===== src/rtl/snake_pkg.sv =====
// Shared encodings for the snake collision controller: FSM states and
// active-low seven-segment glyphs (bit 0 = segment a ... bit 6 = segment g).
package snake_pkg;

  typedef enum logic [1:0] {
    ST_IDLE = 2'd0,
    ST_PLAY = 2'd1,
    ST_HIT  = 2'd2,
    ST_OVER = 2'd3
  } state_e;

  localparam logic [6:0] SEG7_0     = 7'b1000000;
  localparam logic [6:0] SEG7_1     = 7'b1111001;
  localparam logic [6:0] SEG7_2     = 7'b0100100;
  localparam logic [6:0] SEG7_3     = 7'b0110000;
  localparam logic [6:0] SEG7_4     = 7'b0011001;
  localparam logic [6:0] SEG7_5     = 7'b0010010;
  localparam logic [6:0] SEG7_6     = 7'b0000010;
  localparam logic [6:0] SEG7_7     = 7'b1111000;
  localparam logic [6:0] SEG7_8     = 7'b0000000;
  localparam logic [6:0] SEG7_9     = 7'b0010000;
  localparam logic [6:0] SEG7_BLANK = 7'b1111111;

endpackage


===== src/rtl/bcd_seg7.sv =====
// One BCD digit to active-low seven-segment pattern. Codes above 9 blank
// the digit rather than showing a misleading glyph.
module bcd_seg7
  import snake_pkg::*;
(
  input  logic [3:0] bcd,
  output logic [6:0] seg_n
);

  // Pure lookup from digit value to segment pattern.
  always_comb begin
    case (bcd)
      4'd0:    seg_n = SEG7_0;
      4'd1:    seg_n = SEG7_1;
      4'd2:    seg_n = SEG7_2;
      4'd3:    seg_n = SEG7_3;
      4'd4:    seg_n = SEG7_4;
      4'd5:    seg_n = SEG7_5;
      4'd6:    seg_n = SEG7_6;
      4'd7:    seg_n = SEG7_7;
      4'd8:    seg_n = SEG7_8;
      4'd9:    seg_n = SEG7_9;
      default: seg_n = SEG7_BLANK;
    endcase
  end

endmodule


===== src/rtl/snake_collision_ctrl.sv =====
// Collision, life and score controller for the snake game. Overlaps seen
// while the frame is scanned are latched into sticky flags and acted on at
// the frame tick; all outputs change only on a tick, on start=0 or on rst.
module snake_collision_ctrl
  import snake_pkg::*;
#(
  parameter int unsigned NUM_PREY     = 2,
  parameter int unsigned SIZE_W       = 5,
  parameter int unsigned INIT_SIZE    = 1,
  parameter int unsigned MAX_SIZE     = 31,
  parameter int unsigned LIVES        = 3,
  parameter int unsigned GRACE_FRAMES = 30,
  parameter int unsigned SCORE_DIGITS = 2
) (
  input  logic                      clk_d,
  input  logic                      rst,
  input  logic                      start,
  input  logic                      updateclock,
  input  logic                      border,
  input  logic                      snakeHead,
  input  logic                      snakeBody,
  input  logic [NUM_PREY-1:0]       prey,
  output logic [NUM_PREY-1:0]       eat,
  output logic [SIZE_W-1:0]         size,
  output logic [2:0]                lives_left,
  output logic                      GameOver,
  output logic [7*SCORE_DIGITS-1:0] seg
);

  localparam int unsigned GRACE_W = $clog2(GRACE_FRAMES + 1);
  localparam int unsigned SUM_W   = SIZE_W + 4;
  localparam int unsigned SCORE_W = 4 * SCORE_DIGITS;

  localparam logic [SIZE_W-1:0]  INIT_VAL  = SIZE_W'(INIT_SIZE);
  localparam logic [SUM_W-1:0]   MAX_EXT   = SUM_W'(MAX_SIZE);
  localparam logic [2:0]         LIVES_VAL = 3'(LIVES);
  localparam logic [GRACE_W-1:0] GRACE_VAL = GRACE_W'(GRACE_FRAMES);
  localparam logic [GRACE_W-1:0] GRACE_ONE = GRACE_W'(1);

  state_e               state_q, state_d;
  logic                 lethal_f_q, lethal_f_d;
  logic [NUM_PREY-1:0]  prey_f_q, prey_f_d;
  logic [NUM_PREY-1:0]  eat_q, eat_d;
  logic [SIZE_W-1:0]    size_q, size_d;
  logic [2:0]           lives_q, lives_d;
  logic                 game_over_q, game_over_d;
  logic [SCORE_W-1:0]   score_q, score_d;
  logic [GRACE_W-1:0]   grace_q, grace_d;

  logic                 lethal_now;
  logic [NUM_PREY-1:0]  prey_now;
  logic [3:0]           n_eaten;
  logic [SUM_W-1:0]     size_sum;
  logic [SIZE_W-1:0]    size_sat;
  logic [SCORE_W-1:0]   score_inc;
  logic [4:0]           digit_sum;
  logic [3:0]           digit_carry;

  // Value consumed at a tick: what was latched earlier plus this very cycle.
  always_comb begin
    lethal_now = lethal_f_q | (snakeHead & (border | snakeBody));
    prey_now   = prey_f_q | ({NUM_PREY{snakeHead}} & prey);
  end

  // Prey count, saturating size and saturating BCD score for this tick.
  always_comb begin
    n_eaten = 4'd0;
    for (int i = 0; i < int'(NUM_PREY); i++) begin
      n_eaten = n_eaten + {3'd0, prey_now[i]};
    end

    size_sum = {4'd0, size_q} + {{SIZE_W{1'b0}}, n_eaten};
    size_sat = (size_sum > MAX_EXT) ? MAX_EXT[SIZE_W-1:0] : size_sum[SIZE_W-1:0];

    // Ripple the count into digit 0, then a 0/1 carry through the rest.
    score_inc   = score_q;
    digit_carry = n_eaten;
    digit_sum   = 5'd0;
    for (int i = 0; i < int'(SCORE_DIGITS); i++) begin
      digit_sum = {1'b0, score_q[i*4 +: 4]} + {1'b0, digit_carry};
      if (digit_sum > 5'd9) begin
        score_inc[i*4 +: 4] = 4'(digit_sum - 5'd10);
        digit_carry         = 4'd1;
      end else begin
        score_inc[i*4 +: 4] = digit_sum[3:0];
        digit_carry         = 4'd0;
      end
    end
    // Carry out of the top digit means the display would wrap: pin at all 9s.
    if (digit_carry != 4'd0) begin
      score_inc = {SCORE_DIGITS{4'h9}};
    end
  end

  // Next-state logic: start=0 restarts at any time, everything else waits for the tick.
  always_comb begin
    state_d     = state_q;
    lethal_f_d  = lethal_now;
    prey_f_d    = prey_now;
    eat_d       = '0;
    size_d      = size_q;
    lives_d     = lives_q;
    game_over_d = game_over_q;
    score_d     = score_q;
    grace_d     = grace_q;

    if (!start) begin
      state_d     = ST_IDLE;
      lethal_f_d  = 1'b0;
      prey_f_d    = '0;
      size_d      = INIT_VAL;
      lives_d     = LIVES_VAL;
      game_over_d = 1'b0;
      score_d     = '0;
      grace_d     = '0;
    end else begin
      case (state_q)
        ST_IDLE: begin
          lethal_f_d = 1'b0;
          prey_f_d   = '0;
          if (updateclock) state_d = ST_PLAY;
        end
        ST_OVER: begin
          lethal_f_d = 1'b0;
          prey_f_d   = '0;
        end
        ST_PLAY, ST_HIT: begin
          if (updateclock) begin
            lethal_f_d = 1'b0;
            prey_f_d   = '0;
            if (state_q == ST_PLAY && lethal_now && lives_q == 3'd1) begin
              // Final life lost: the game ends and any prey this frame is forfeited.
              lives_d     = 3'd0;
              game_over_d = 1'b1;
              state_d     = ST_OVER;
            end else begin
              eat_d   = prey_now;
              size_d  = size_sat;
              score_d = score_inc;
              if (state_q == ST_PLAY && lethal_now) begin
                lives_d = lives_q - 3'd1;
                grace_d = GRACE_VAL;
                state_d = ST_HIT;
              end else if (state_q == ST_HIT) begin
                grace_d = grace_q - GRACE_ONE;
                if (grace_q <= GRACE_ONE) state_d = ST_PLAY;
              end
            end
          end
        end
      endcase
    end
  end

  // State and registered outputs.
  always_ff @(posedge clk_d or posedge rst) begin
    if (rst) begin
      state_q     <= ST_IDLE;
      lethal_f_q  <= 1'b0;
      prey_f_q    <= '0;
      eat_q       <= '0;
      size_q      <= INIT_VAL;
      lives_q     <= LIVES_VAL;
      game_over_q <= 1'b0;
      score_q     <= '0;
      grace_q     <= '0;
    end else begin
      state_q     <= state_d;
      lethal_f_q  <= lethal_f_d;
      prey_f_q    <= prey_f_d;
      eat_q       <= eat_d;
      size_q      <= size_d;
      lives_q     <= lives_d;
      game_over_q <= game_over_d;
      score_q     <= score_d;
      grace_q     <= grace_d;
    end
  end

  assign eat        = eat_q;
  assign size       = size_q;
  assign lives_left = lives_q;
  assign GameOver   = game_over_q;

  for (genvar gi = 0; gi < int'(SCORE_DIGITS); gi++) begin : g_digit
    bcd_seg7 u_seg (
      .bcd   (score_q[gi*4 +: 4]),
      .seg_n (seg[gi*7 +: 7])
    );
  end

endmodule

===== config.mk =====
export PLATFORM = sky130hd
export DESIGN_NAME = snake_collision_ctrl
export DESIGN_NICKNAME = d
export VERILOG_FILES = /design/src/rtl/snake_pkg.sv /design/src/rtl/bcd_seg7.sv /design/src/rtl/snake_collision_ctrl.sv
export SDC_FILE = /design/constraint.sdc
export NUM_CORES = 1
export LEC_CHECK = 0
export CAP_MARGIN = 20
export CORE_MARGIN = 8
export CORE_UTILIZATION = 50
export CTS_CLUSTER_DIAMETER = 200
export CTS_CLUSTER_SIZE = 10
export DETAILED_ROUTE_END_ITERATION = 16
export PLACE_DENSITY = 0.84
export SYNTH_ARGS = -nofsm -noshare
export SYNTH_HDL_FRONTEND = slang
export SYNTH_HIERARCHICAL = 1
export SYNTH_SLANG_ARGS = --single-unit

===== constraint.sdc =====
create_clock -name clk_d -period 9.2 [get_ports clk_d]
set_clock_uncertainty 0.05 [all_clocks]
set_input_delay 2.3 -clock clk_d [delete_from_list [all_inputs] [get_ports clk_d]]
set_output_delay 2.3 -clock clk_d [all_outputs]
set_load 0.005 [all_outputs]

==> impl_metrics.json <==
{
  "via_per_inst": 5.693,
  "clock_sink_count": 29,
  "drtIter0Drc": 108,
  "ys_seq_area_share_pct": 30.96,
  "syn-cell-area_um2": 2356,
  "critPathTopFamily": "adder cells",
  "max-slew-margin-rel_pct": 40.36,
  "synth_top_area_share_pct": 27.62,
  "grt_setup_unrepaired": "false",
  "p_comb_share_pct": 24.0,
  "power.clock.fraction_pct": 32.5,
  "hpwlAfterDp_um": 3807,
  "r2r-start": "prey_f_q[0]",
  "hold_depth": 2,
  "place_ws_ns": 2.325,
  "antenna_found_initial": 0,
  "clock_latency_ns": 0.28,
  "cts_tree": "yes",
  "grt_usage_pct": 14.07,
  "slew_viol_final": 0,
  "drtPass1Iterations": 4,
  "start_util_pct": 50.89,
  "rrSetupSlack_ns": 4.73,
  "via_count": 2078,
  "end_kind": "register",
  "die_h_um": 84.65,
  "arrival_ns": 6.73,
  "post_cts_buffers": 0,
  "syn2layout_area_growth_pct": 17.37,
  "synthFlopType": "dfrtp_1",
  "worstHoldEndpoint": "GameOver",
  "yosys-top-cells-area": "dfrtp_1 (28%), ha_1 (13%), nor2_1 (5.6%), a21oi_1 (4.7%), nand2_1 (3.7%)",
  "wl_um": 5054,
  "path_common_cell": "ha_1",
  "max_stage_delay_ns": 0.47,
  "intPower_uw": 220.5,
  "synth_most_common_cell": "nor2_1",
  "power_uw": 319.6,
  "whs_ns": 0.4641,
  "synthTopCellsByCount": "nor2_1 (35), dfrtp_1 (26), ha_1 (25)",
  "finalHoldViolCount": 0,
  "nNetsFinal": 344,
  "first_global_vias": 1973,
  "cts-resized-gates": 0,
  "wl_per_cell_um": 13.85,
  "post-route-min-period_ns": 6.624,
  "core_area_um2": 4629,
  "hold_buffers": 0,
  "avgSynthCellArea_um2": 8.325,
  "die_w_um": 84.65,
  "cp_cell_sequence": "clkdlybuf4s50_1 > a21oi_2 > inv_1 > ha_1 > ha_1 > ha_1 > o31a_1 > o22a_2 > o311ai_4 > inv_1 > ha_1 > ha_1 > inv_1 > a21oi_1 > o221ai_1 > nand3_1 > and4b_1 > or3_1",
  "worst_slack_ns": 2.576,
  "worst_slew_pin_slew_ns": 0.8946,
  "clockBufferDepth": 2,
  "min_period_over_period_pct": 72.00,
  "p_leak_uw": 0.001182,
  "die_area_um2": 7165,
  "root_buffer": "clkbuf_8",
  "critPathMaxFanout": 7,
  "status": "finished, final reports clean",
  "finalSetupViolCount": 0,
  "synth_top_area_cell": "dfrtp_1",
  "ant_nets": 0,
  "place.gp.congestion": 0.8630,
  "synth_cell_type_count": 54,
  "async_flop_share_pct": 100.0,
  "syn_inst": 283,
  "numCtsBuffers": 5,
  "diodes": 0,
  "cp-start-kind": "primary input",
  "hold_path.class": "reg2reg",
  "h-tree-depth": 2,
  "drv_cap": 0,
  "clk_pin_slew_worst_paths_ns": 0.06,
  "place.port_buffers": 33,
  "cp.buffers_inverters": 4,
  "r2r_end": "score_q[2]",
  "n_fill_cell": 407,
  "worstSetupPathType": "in2reg",
  "synth-edff-count": 0,
  "power_density_nw_per_um2": 115.6,
  "p_sw_share_pct": 31.00,
  "dpl_cell_area_um2": 2679,
  "ir_drop_mv": 0.1070,
  "yosysWarningCount": 6,
  "drc": 0,
  "required_ns": 9.31,
  "fmax_mhz": 151.0,
  "grt_pass1_wl_um": 8514,
  "slowest_stage": "clkdlybuf4s50_1",
  "grt_start_max_net_pins": 22,
  "synth_fp_nets": 317,
  "synth-seq-cells": 29,
  "grt_overflow": 0,
  "fin_area_um2": 2765,
  "hp-start": "GameOver",
  "rows": 25,
  "p_sw_uw": 99.06,
  "seq_power_share_pct": 43.5,
  "io-pin-count": 34,
  "timing.setup.tns_ns": 0,
  "drive_above_1_share_pct": 8.039,
  "r2r_cells": 17
}
## power by group through the flow
stage | clock network (µW) | registers (µW) | logic [µW]
3_3_place_gp | 0 | 141 | 73.8
2_1_floorplan | 0 | 138 | 52.8
6_report | 104 | 139 | 76.7
3_5_place_dp | 0 | 141 | 77.2
4_1_cts | 106 | 139 | 77.5
5_1_grt | 113 | 140 | 85.7
## final cells by class
| type | count | area, µm² | area share (%) |
|---|---|---|---|
| clock buffers | 5 | 68.82 | 2.489 |
| clock inverters | 3 | 17.52 | 0.6335 |
| inverters | 24 | 90.09 | 3.258 |
| multi-input cells | 216 | 1434 | 51.86 |
| flip-flops and latches | 29 | 729.5 | 26.38 |
| well taps | 54 | 67.56 | 2.443 |
| repair buffers | 34 | 357.8 | 12.94 |
## stage by stage
step	utilization, %	std cells
2_1_floorplan	-	283
5_1_grt	59.73	365
6_report	59.73	365
4_1_cts	59.73	365
3_3_place_gp	57.27	356
3_5_place_dp	57.86	357
## routing by layer
layer  routed length, µm  up-vias  GRT usage (%)
met2                2517       50          24.70
met5                   0        -              0
met1                2307      979          16.34
met4                  46        0          4.854
li1                    -     1043              -
met3                 182        6          3.122
## layout by cell type, fill, tap and decap left out, types with 3 or more instances in the layout
cell type | Yosys | final
inv_1 | 22 | 22
nor3_1 | 3 | 3
dfstp_2 | 3 | 3
nand2_1 | 23 | 23
a311oi_1 | 3 | 3
o21a_1 | 4 | 4
a21oi_2 | 6 | 6
or3_1 | 4 | 4
clkdlybuf4s50_1 | 0 | 33
xor2_1 | 5 | 5
o21ai_1 | 14 | 14
nand3_1 | 6 | 6
ha_1 | 25 | 25
o21ai_0 | 15 | 15
dfrtp_1 | 26 | 26
clkbuf_8 | 1 | 5
nand2b_1 | 9 | 9
a31oi_1 | 6 | 6
nor2_1 | 35 | 35
a21oi_1 | 22 | 22
## how the worst max path moves through the flow
stage	start	end	slack [ns]	cells after the start
floorplan	snakeHead	score_q[2]	3.17	17
finish	snakeHead	score_q[2]	2.58	18
global placement	snakeHead	score_q[2]	2.50	18
global route	snakeHead	score_q[2]	2.32	18
CTS	snakeHead	score_q[2]	2.62	18
detailed placement	snakeHead	score_q[2]	2.33	18
## worst reg2reg max path: cells and delay by family (launching register included)
family | cells | cell delay (ns)
adder cells (fa/ha/maj) | 5 | 1.54
AND/OR/NAND/NOR | 3 | 0.80
flip-flops | 1 | 0.39
buffers and inverters | 3 | 0.24
AO/OA/AOI/OAI | 6 | 1.35
## flip-flops by register name, indices dropped and copies added (netlist names)
| signal | count |
|---|---|
| GameOver | 1 |
| eat | 2 |
| grace_q | 5 |
| lethal_f_q | 1 |
| lives_left | 3 |
| prey_f_q | 2 |
| score_q | 8 |
| size | 5 |
| state_q | 2 |
## cell families after synthesis
group           count (synthesis)  share of synthesized area (%)
mux                             1                         0.4249
fa+ha+maj                      25                          13.28
compound gates                 89                          25.44
flops                          29                          30.96
xor+xnor                        7                          2.602
buf+inv                        38                          8.178
simple gates                   94                          19.12
Note: power is estimated with default switching activity, not from simulation.
